File: src/rtl/st2bus_pack_if.sv
// st2bus_pack_if: groups the byte-stream side and the bus-word side of the
// packer into one bundle.
//   st_data/st_valid/st_sop/st_eop  -> packer (Avalon-ST bytes)
//   st_ready                        <- packer
//   bus_data/bus_en                 <- packer (534-bit words)
//   bus_ready                       -> packer
//   drop                            <- packer (discarded-byte pulse)
// slave is the packer's view; master is the view of whatever drives the
// stream and sinks the bus words.
interface st2bus_pack_if;
    localparam int BUS = 534;

    logic [7:0]     st_data;
    logic           st_valid;
    logic           st_sop;
    logic           st_eop;
    logic           st_ready;
    logic [BUS-1:0] bus_data;
    logic           bus_en;
    logic           bus_ready;
    logic           drop;

    modport master (
        output st_data, st_valid, st_sop, st_eop, bus_ready,
        input  st_ready, bus_data, bus_en, drop
    );

    modport slave (
        input  st_data, st_valid, st_sop, st_eop, bus_ready,
        output st_ready, bus_data, bus_en, drop
    );
endinterface

File: src/rtl/st2bus_pack.sv
// st2bus_pack: packs the 8-bit decoded-bit stream into 534-bit bus words
// (512-bit payload + 22-bit header) with one accumulator word and one output
// word of buffering.
//   clk  single clock
//   rst  synchronous, active-high reset
//   io   st2bus_pack_if.slave: byte stream in, bus words out, drop pulse
// Header: [518:512] count, [519] sop_word, [520] eop_word, [528:521] seq,
//         [529] err, [533:530] zero.
// Build option: define ST2BUS_SEQ_EN to carry the running packet counter in
// the seq field; otherwise seq is constant zero and the counter is absent.
module st2bus_pack (
    input  logic         clk,
    input  logic         rst,
    st2bus_pack_if.slave io
);
    typedef enum logic {IDLE = 1'b0, PKT = 1'b1} state_t;

    state_t           state, state_n;
    logic [63:0][7:0] acc_data, acc_data_n;
    logic [5:0]       idx, idx_n;
    logic             acc_sop, acc_sop_n;
    logic             acc_done, acc_done_n;
    logic [21:0]      acc_hdr, acc_hdr_n;
    logic [533:0]     bus_data, bus_data_n;
    logic             bus_en, bus_en_n;
    logic             drop, drop_n;
    logic [7:0]       seq_old, seq_new;

    logic             out_free, split, fire;
    logic [63:0][7:0] word;
    logic [5:0]       wr_idx;
    logic             sop_w, done_w;
    logic [21:0]      cmp_hdr;

    function automatic logic [21:0] hdr(input logic [6:0] cnt, input logic sop_word,
                                        input logic eop_word, input logic [7:0] sq,
                                        input logic err);
        return {4'b0000, err, sq, eop_word, sop_word, cnt};
    endfunction

    assign out_free = !bus_en || io.bus_ready;
    // sop landing on a partially filled word forces that word out first
    assign split    = io.st_valid && io.st_sop && (state == PKT) && (idx != 6'd0);
    // a split needs the output register this cycle; if it is busy the partial
    // word is parked in the accumulator and the sop byte waits
    assign io.st_ready = !rst && !acc_done && !(split && !out_free);
    assign fire     = io.st_valid && io.st_ready;

`ifdef ST2BUS_SEQ_EN
    logic [7:0] seq;
    logic [1:0] seq_adv;
    // packets closed this cycle: a truncation (parked or in-line) and/or an eop
    assign seq_adv = 2'(!acc_done && split && !out_free)
                   + 2'(fire && (state == PKT) && io.st_sop)
                   + 2'(fire && io.st_eop && ((state == PKT) || io.st_sop));
    always_ff @(posedge clk) begin
        if (rst) seq <= 8'd0;
        else     seq <= seq + {6'd0, seq_adv};
    end
    assign seq_old = seq;
    // sop inside an open packet starts the next packet number
    assign seq_new = seq + {7'd0, (state == PKT) && io.st_sop};
`else
    assign seq_old = 8'd0;
    assign seq_new = 8'd0;
`endif

    always_comb begin
        state_n    = state;
        idx_n      = idx;
        acc_data_n = acc_data;
        acc_sop_n  = acc_sop;
        acc_done_n = acc_done;
        acc_hdr_n  = acc_hdr;
        bus_data_n = bus_data;
        bus_en_n   = bus_en && !io.bus_ready;
        drop_n     = 1'b0;
        word       = acc_data;
        wr_idx     = idx;
        sop_w      = acc_sop;
        done_w     = 1'b0;
        cmp_hdr    = '0;
        if (acc_done) begin
            if (out_free) begin
                bus_data_n = {acc_hdr, acc_data};
                bus_en_n   = 1'b1;
                acc_done_n = 1'b0;
                acc_data_n = '0;
            end
        end else if (split && !out_free) begin
            acc_hdr_n  = hdr({1'b0, idx}, acc_sop, 1'b1, seq_old, 1'b1);
            acc_done_n = 1'b1;
            idx_n      = 6'd0;
            acc_sop_n  = 1'b0;
            state_n    = IDLE;
        end else if (fire) begin
            if (state == IDLE && !io.st_sop) begin
                drop_n = 1'b1;
            end else begin
                if (split) begin
                    bus_data_n = {hdr({1'b0, idx}, acc_sop, 1'b1, seq_old, 1'b1), acc_data};
                    bus_en_n   = 1'b1;
                end
                if (io.st_sop) begin
                    word   = '0;
                    wr_idx = 6'd0;
                    sop_w  = 1'b1;
                end
                word[wr_idx] = io.st_data;
                done_w  = (wr_idx == 6'd63) || io.st_eop;
                cmp_hdr = hdr({1'b0, wr_idx} + 7'd1, sop_w, io.st_eop, seq_new, 1'b0);
                if (done_w) begin
                    // after a split the output register is already taken
                    if (out_free && !split) begin
                        bus_data_n = {cmp_hdr, word};
                        bus_en_n   = 1'b1;
                        acc_data_n = '0;
                    end else begin
                        acc_hdr_n  = cmp_hdr;
                        acc_data_n = word;
                        acc_done_n = 1'b1;
                    end
                    idx_n     = 6'd0;
                    acc_sop_n = 1'b0;
                    state_n   = io.st_eop ? IDLE : PKT;
                end else begin
                    acc_data_n = word;
                    idx_n      = wr_idx + 6'd1;
                    acc_sop_n  = sop_w;
                    state_n    = PKT;
                end
            end
        end
    end

    always_ff @(posedge clk) begin
        if (rst) begin
            state    <= IDLE;
            idx      <= 6'd0;
            acc_data <= '0;
            acc_sop  <= 1'b0;
            acc_done <= 1'b0;
            acc_hdr  <= '0;
            bus_data <= '0;
            bus_en   <= 1'b0;
            drop     <= 1'b0;
        end else begin
            state    <= state_n;
            idx      <= idx_n;
            acc_data <= acc_data_n;
            acc_sop  <= acc_sop_n;
            acc_done <= acc_done_n;
            acc_hdr  <= acc_hdr_n;
            bus_data <= bus_data_n;
            bus_en   <= bus_en_n;
            drop     <= drop_n;
        end
    end

    assign io.bus_data = bus_data;
    assign io.bus_en   = bus_en;
    assign io.drop     = drop;
endmodule

File: src/flat_wrapper.sv
// flat-port wrapper written by rule: the top's interface ports become plain ports
module st2bus_pack_flat 
  (clk, rst, io_st_data, io_st_valid, io_st_sop, io_st_eop, io_bus_ready, io_st_ready, io_bus_data, io_bus_en, io_drop);
  st2bus_pack_if io_i ();
  input  logic clk;
  input  logic rst;
  input wire logic [$bits(io_i.st_data)-1:0] io_st_data;
  input wire logic [$bits(io_i.st_valid)-1:0] io_st_valid;
  input wire logic [$bits(io_i.st_sop)-1:0] io_st_sop;
  input wire logic [$bits(io_i.st_eop)-1:0] io_st_eop;
  input wire logic [$bits(io_i.bus_ready)-1:0] io_bus_ready;
  output wire logic [$bits(io_i.st_ready)-1:0] io_st_ready;
  output wire logic [$bits(io_i.bus_data)-1:0] io_bus_data;
  output wire logic [$bits(io_i.bus_en)-1:0] io_bus_en;
  output wire logic [$bits(io_i.drop)-1:0] io_drop;
  assign io_i.st_data = io_st_data;
  assign io_i.st_valid = io_st_valid;
  assign io_i.st_sop = io_st_sop;
  assign io_i.st_eop = io_st_eop;
  assign io_i.bus_ready = io_bus_ready;
  assign io_st_ready = io_i.st_ready;
  assign io_bus_data = io_i.bus_data;
  assign io_bus_en = io_i.bus_en;
  assign io_drop = io_i.drop;
  st2bus_pack u_core (.clk(clk), .rst(rst), .io(io_i));
endmodule
File: config.mk
export PLATFORM = sky130hd
export DESIGN_NAME = st2bus_pack_flat
export DESIGN_NICKNAME = d
export VERILOG_FILES = /design/src/rtl/st2bus_pack_if.sv /design/src/rtl/st2bus_pack.sv /design/src/flat_wrapper.sv
export SDC_FILE = /design/constraint.sdc
export NUM_CORES = 2
export LEC_CHECK = 0
export BUFFER_PORTS_ARGS = -buffer_cell sky130_fd_sc_hd__buf_2
export CORE_ASPECT_RATIO = 1.25
export CORE_MARGIN = 2
export CORE_UTILIZATION = 45
export DETAILED_ROUTE_END_ITERATION = 16
export MAX_ROUTING_LAYER = met4
export PLACE_DENSITY_LB_ADDON = 0.08
export SETUP_SLACK_MARGIN = 0.2
export SYNTH_ARGS = -nofsm -noshare
export SYNTH_HDL_FRONTEND = slang
export SYNTH_SLANG_ARGS = --single-unit
File: constraint.sdc
create_clock -name clk -period 6.3 [get_ports clk]
set_input_delay 0.315 -clock clk [delete_from_list [all_inputs] [get_ports clk]]
set_output_delay 0.315 -clock clk [all_outputs]
set_load 0.03 [all_outputs]
; ---- After elaboration in Yosys (flattened, before gate mapping)
; Cells that the tools add are included.
[op_classes]
n_reduce_logical = 29
muxes = 63
n_lt_le_gt_ge = 2
eq_ne = 6
n_addsub = 2
n_bitwise = 3
[op_table]
columns = operator, n
row1 = 2-to-1 mux 512 bit, 12
row2 = 2-to-1 mux 534 bit, 8
row3 = bitwise mux 512 bit, 1
row4 = 2-to-1 mux 22 bit, 5
row5 = 2-to-1 mux 6 bit, 9
row6 = demux 8 bit (select 6 bit), 1
row7 = 2-to-1 mux 1 bit, 26
row8 = logical AND 1 bit, 11
row9 = zero test 1 bit, 8
row10 = 2-to-1 mux 8 bit, 1
row11 = "!= test 2 x 1 -> 1 bit, second input constant", 4
row12 = "adder 6 x 1 -> 7 bit, second input constant", 1
row13 = "< comparator 6 x 7 -> 1 bit, second input constant", 1
row14 = "adder 6 x 1 -> 6 bit, second input constant", 1
row15 = "== test 6 bit, second input constant", 1
row16 = ">= comparator 6 x 1 -> 1 bit, second input constant", 1
row17 = nonzero test 2 bit, 3
row18 = nonzero test 6 bit, 1
row19 = AND reduction 5 bit, 1
row20 = AND reduction 4 bit, 1
row21 = OR reduction 4 bit, 1
row22 = inverter 1 bit, 3
row23 = AND reduction 3 bit, 1
row24 = logical OR 1 bit, 2
row25 = "!= test 2 bit, second input constant", 1
[word_totals]
register_bits = 1079
out_inout_bits = 537

; ---- Longest topological paths before layout
[logic_depth]
ltp_word = 21
ltp_mapped = 17

; ---- Least setup slack after synthesis
; Ideal clock, no wire load.
[synth_path]
path_kind = input -> register
start = in io_st_sop
end = reg u_core.bus_data[100] (netlist: u_core.io.bus_data[100])
stages = 16
path_buffers = 9
t_required_ns = 6.178
setup_time_ns = 0.122
t_arrival_ns = 3.188
setup_slack_ns = 2.990
path_cell_list = buf_2 -> buf_2 -> buf_2 -> buf_2 -> buf_2 -> buf_2 -> nor2b_1 -> ha_1 -> and4b_4 -> a31oi_4 -> buf_2 -> buf_2 -> buf_1 -> a211oi_1 -> o21ai_0 -> a21oi_1
[synth_between]
elab_chain_len = 16
[synth_lines]
columns = element, line_no
row1 = start: declaration, flat_wrapper.sv:9  ; input wire logic [$bits(io_i.st_sop)-1:0] io_st_sop;
row2 = 2-to-1 mux 6 bit, st2bus_pack.sv:104  ; if (io.st_sop) begin
row3 = 2-to-1 mux 6 bit, st2bus_pack.sv:97  ; if (state == IDLE && !io.st_sop) begin
row4 = 2-to-1 mux 6 bit, st2bus_pack.sv:96  ; end else if (fire) begin
row5 = 2-to-1 mux 6 bit, st2bus_pack.sv:90  ; end else if (split && !out_free) begin
row6 = 2-to-1 mux 6 bit, st2bus_pack.sv:83  ; if (acc_done) begin
row7 = < comparator 6 x 7 -> 1 bit (implied by the code) / >= comparator 6 x 1 -> 1 bit (equally long branches), st2bus_pack.sv:109  ; word[wr_idx] = io.st_data;
row8 = logical AND 1 bit (implied by the code), st2bus_pack.sv:109
row9 = 2-to-1 mux 8 bit (implied by the code), st2bus_pack.sv:109
row10 = demux 8 bit (select 6 bit), -
row11 = bitwise mux 512 bit, st2bus_pack.sv:109
row12 = 2-to-1 mux 534 bit, st2bus_pack.sv:114  ; if (out_free && !split) begin
row13 = 2-to-1 mux 534 bit, st2bus_pack.sv:112  ; if (done_w) begin
row14 = 2-to-1 mux 534 bit, st2bus_pack.sv:97
row15 = 2-to-1 mux 534 bit, st2bus_pack.sv:96
row16 = 2-to-1 mux 534 bit, st2bus_pack.sv:90
row17 = 2-to-1 mux 534 bit, st2bus_pack.sv:83
row18 = end signal: assignment, st2bus_pack.sv:154  ; bus_data <= bus_data_n;
row19 = end: declaration, st2bus_pack.sv:24  ; logic [533:0] bus_data, bus_data_n;
; Parallel ways exist; a longest one is shown, timed or not. The select of a mux whose other input is x is not followed.
; A chain may end at the register's enable or synchronous reset.

; ---- Worst setup path after layout
[layout_path]
start = reg u_core.idx[0]
end = reg u_core.acc_data[273] in the netlist's numbering
[layout_between]
elab_chain_len = 16
[layout_lines]
columns = element, line_no
row1 = start: declaration, st2bus_pack.sv:20  ; logic [5:0] idx, idx_n;
row2 = start signal: assignment, st2bus_pack.sv:149  ; idx <= idx_n;
row3 = 2-to-1 mux 6 bit, st2bus_pack.sv:104
row4 = 2-to-1 mux 6 bit, st2bus_pack.sv:97
row5 = 2-to-1 mux 6 bit, st2bus_pack.sv:96
row6 = 2-to-1 mux 6 bit, st2bus_pack.sv:90
row7 = 2-to-1 mux 6 bit, st2bus_pack.sv:83
row8 = < comparator 6 x 7 -> 1 bit (implied by the code) / >= comparator 6 x 1 -> 1 bit (equally long branches), st2bus_pack.sv:109
row9 = logical AND 1 bit (implied by the code), st2bus_pack.sv:109
row10 = 2-to-1 mux 8 bit (implied by the code), st2bus_pack.sv:109
row11 = demux 8 bit (select 6 bit), -
row12 = bitwise mux 512 bit, st2bus_pack.sv:109
row13 = 2-to-1 mux 512 bit, st2bus_pack.sv:114
row14 = 2-to-1 mux 512 bit, st2bus_pack.sv:112
row15 = 2-to-1 mux 512 bit, st2bus_pack.sv:97
row16 = 2-to-1 mux 512 bit, st2bus_pack.sv:96
row17 = 2-to-1 mux 512 bit, st2bus_pack.sv:90
row18 = 2-to-1 mux 512 bit, st2bus_pack.sv:83
row19 = end signal: assignment, st2bus_pack.sv:150  ; acc_data <= acc_data_n;
row20 = end: declaration, st2bus_pack.sv:19  ; logic [63:0][7:0] acc_data, acc_data_n;
; Parallel ways exist; a longest one is shown, timed or not. The select of a mux whose other input is x is not followed.

==> results.md <==
- Most frequent cell after synthesis: dfxtp_1
- Die ar.: around 130,000 um^2
- Layout cells sized above 1: 0.1483
- Synth unique cells: 89
- Synth Net Count: roughly 7,000
- CP Cell Sequence: nand2_1 -> inv_1 -> ha_1 -> and4b_4 -> a31oi_4 -> o31a_1 -> nand2_4 -> buf_12 -> o2bb2ai_1
- Placed inst area: 59,130 um^2
- FP Rows: ~150
- Final Hold Viols: 0
- WS Path Type: reg2reg
- Remaining antenna violation count: 0
- Unrepaired setup endpoints after global routing: false
- H-tree depth: 3
- Slew HR: 0.06741
- Fmax: ~0.22 GHz
- Later-pin clock latency in the skew report: between 700 and 800 ps
- Tot GR Track Use: 0.3863
- Final slew viol count: 0
- Peak supply drop: 0.0001916 V
- Critical path startpoint category: register
- Final nets: 6,886
- Fin Hold WS: a little under 100 ps
- Worst Path Max Fanout: 119
- CP required: 6890 ps
- Largest net degree at the start of global routing: 178
- Syn_area_per_cell: 8.118 um^2
- Dpl hpwl: approximately 140 mm
- Slowest-stage cell, CP: dfxtp_1
- Total Power: 16.68 mW
- Final setup viols: 0
- Drt drc: 0
- Post-Syn Instances: 6,950
- Hold_buf cts: 1
- Top-area cell type share of the netlist area: 0.3786
- Post-cts sizing count: 0
- Skew final: 17.18 ps
- Crit share post-route: 0.7138
- Post-CTS setup buffer count: 0
- Number of global-route vias before repair: ~55,000
- Clock sink total: 1,067
- Core Area: around 120,000 um^2
- #FFs+latches synth: 1,067
- Routability congestion estimate: 0.9195
- Synth top area cells: dfxtp_1 (38%), a21oi_1 (7.4%), o21ai_0 (6.8%)
- Buffers & Inverters on Critical Path: 2
- Die Ht: 399.9 um
- Arrival @ worst endpoint: 5090 ps
- Critical Path End Type: register
- Reg-to-reg slack, setup: 1800 ps
- Die Width: 320.7 um
- Port buffer count: 550
- Fin area: 63,000 um^2
- Vias: 58,890
- Top cells by instance count after synthesis: dfxtp_1 (1,067), a21oi_1 (832), o21ai_0 (766)
- Sequential fraction of the synthesis area: 0.3786
- Max capacitance violation total: 0
- Initial DRC Count: 6,477
- Synth warnings: 0
- Synth-to-Final Area Change: 11.67%
- GR Overflow Total: 0
- CTS Buffer Depth: 3
- Final min period: 4497 ps
- Mapped cell area: 56,420 um^2
- Asr flop ratio synth: 0
- Initial Util: 0.4527
- Post-synth EDFFs: 0
- CTS clk-pin slew, worst paths: 70 ps
- Clock root cell: clkbuf_16
- CTS tree: done
- Vias/cell: 6.860
- Initial antenna violation count: 1
- Io pins: 551
- Total Wirelength: 253.0 mm
- Final TNS setup: 0 ps
- Pleak: 22.29 nW
- PwrDens: ~260 nW/um^2
- WL/cell: 29.48 um
- Hold Crit Class: in2reg
- Max incr delay on CP: 1010 ps
- Worst Tran Pin Value: 1399 ps
- Area leader, netlist: dfxtp_1
- Largest delay share family, worst path: simple AND/OR/NAND/NOR gates
- Ys flop type: dfxtp_1
- Drt first pass iters: 5
- CTS Buf Count: around 110
- First-pass GRT wire length: about 370 mm
- Status: completed
[sequential cells by signal, summed over array words and instances (netlist names)]
signal              count
u_core.io.bus_data    534
u_core.acc_data       512
u_core.acc_hdr         10
u_core.idx              6
u_core.acc_done         1
u_core.acc_sop          1
u_core.io.bus_en        1
u_core.io.drop          1
u_core.state            1
[layout make-up]
type                    instances  area [um^2]
diodes                          3        7.507
clock buffers                 174         3482
clock inverters                35        372.9
fillers                     11810        61640
inverters                     197        747.0
multi-input cells            4809        30940
flip-flops and latches       1067        21360
well taps                    1617         2023
repair buffers                682         4061
[metrics by stage]
step	setup WS (ps)	instances	utilization
2_1_floorplan	2991	6950	-
3_3_place_gp	1897	8371	0.4744
3_5_place_dp	1813	8371	0.4744
4_1_cts	1956	8581	0.5054
5_1_grt	1679	8582	0.5054
6_report	1803	8584	0.5055
[power breakdown]
part,switching (mW),internal [mW],total [mW]
Combinational,1.75,0.590,2.34
Sequential,0.224,6.99,7.21
Clock,3.05,4.07,7.12
Total,5.03,11.6,16.7
[cells in the final DEF, fill, tap and decap left out, types with 11 or more instances in the layout]
cell       count
clkbuf_1      23
a21oi_1      831
a221oi_2      49
inv_1        193
and2_1       339
a221oi_1      48
buf_12        23
a211oi_1     482
a31oi_1       45
clkbuf_8      34
and3_1       327
buf_2        545
nor2_1       146
clkbuf_16    117
nor3_1        24
a311o_1       14
a221o_1       20
o221ai_1      24
o2bb2ai_1    339
o22ai_1      136
buf_4        111
o211ai_1     129
nand3_1      342
a311oi_1      23
o21bai_1      11
nor2b_1      202
nand2_1       82
o21ai_0      765
o21ai_1       42
a21o_1        21
clkinv_2      20
a22o_1        80
dfxtp_1     1066
o221a_2       29
o32ai_1       87
[worst paths after layout]
check                                             start                       to  depth (start not counted)
worst max-delay path                      u_core.idx[0]     u_core.acc_data[273]                          9
worst min-delay path                      io_st_data[7]  u_core.io.bus_data[479]                          3
worst max register to register            u_core.idx[0]     u_core.acc_data[273]                          9
worst min register to register  u_core.io.bus_data[526]  u_core.io.bus_data[526]                          1
[tightest hold or removal path: cells and delay by family]
family	cells	cell delay (ps)
AOI/OAI and AO/OA	2	280
buffers and inverters	1	180
[logic make-up (layout without fill, tap and decap cells)]
kind of cell    count (synthesis)  count (layout)  share of synthesized area
simple gates                 1536            1536                     0.1557
buf+inv                      1074            1088                    0.07879
other cells                     0               3                          0
xor+xnor                        4               4                  0.0006211
mux                             3               3                  0.0005323
flops                        1067            1067                     0.3786
fa+ha+maj                       1               1                  0.0002217
compound gates               3265            3265                     0.3855
[per-layer routing]
layer  routed length [um]  global-route usage  vias to the layer above  share of wire
met5                    0                   -                        -              0
met4                14400              0.2049                        0          0.057
met3                24760             0.08075                      668          0.098
met2               111800              0.5771                     3231           0.44
met1               102000              0.4900                    29000           0.40
li1                     -                   -                    25990              -
No activity file was read; power rests on OpenSTA's default activity.
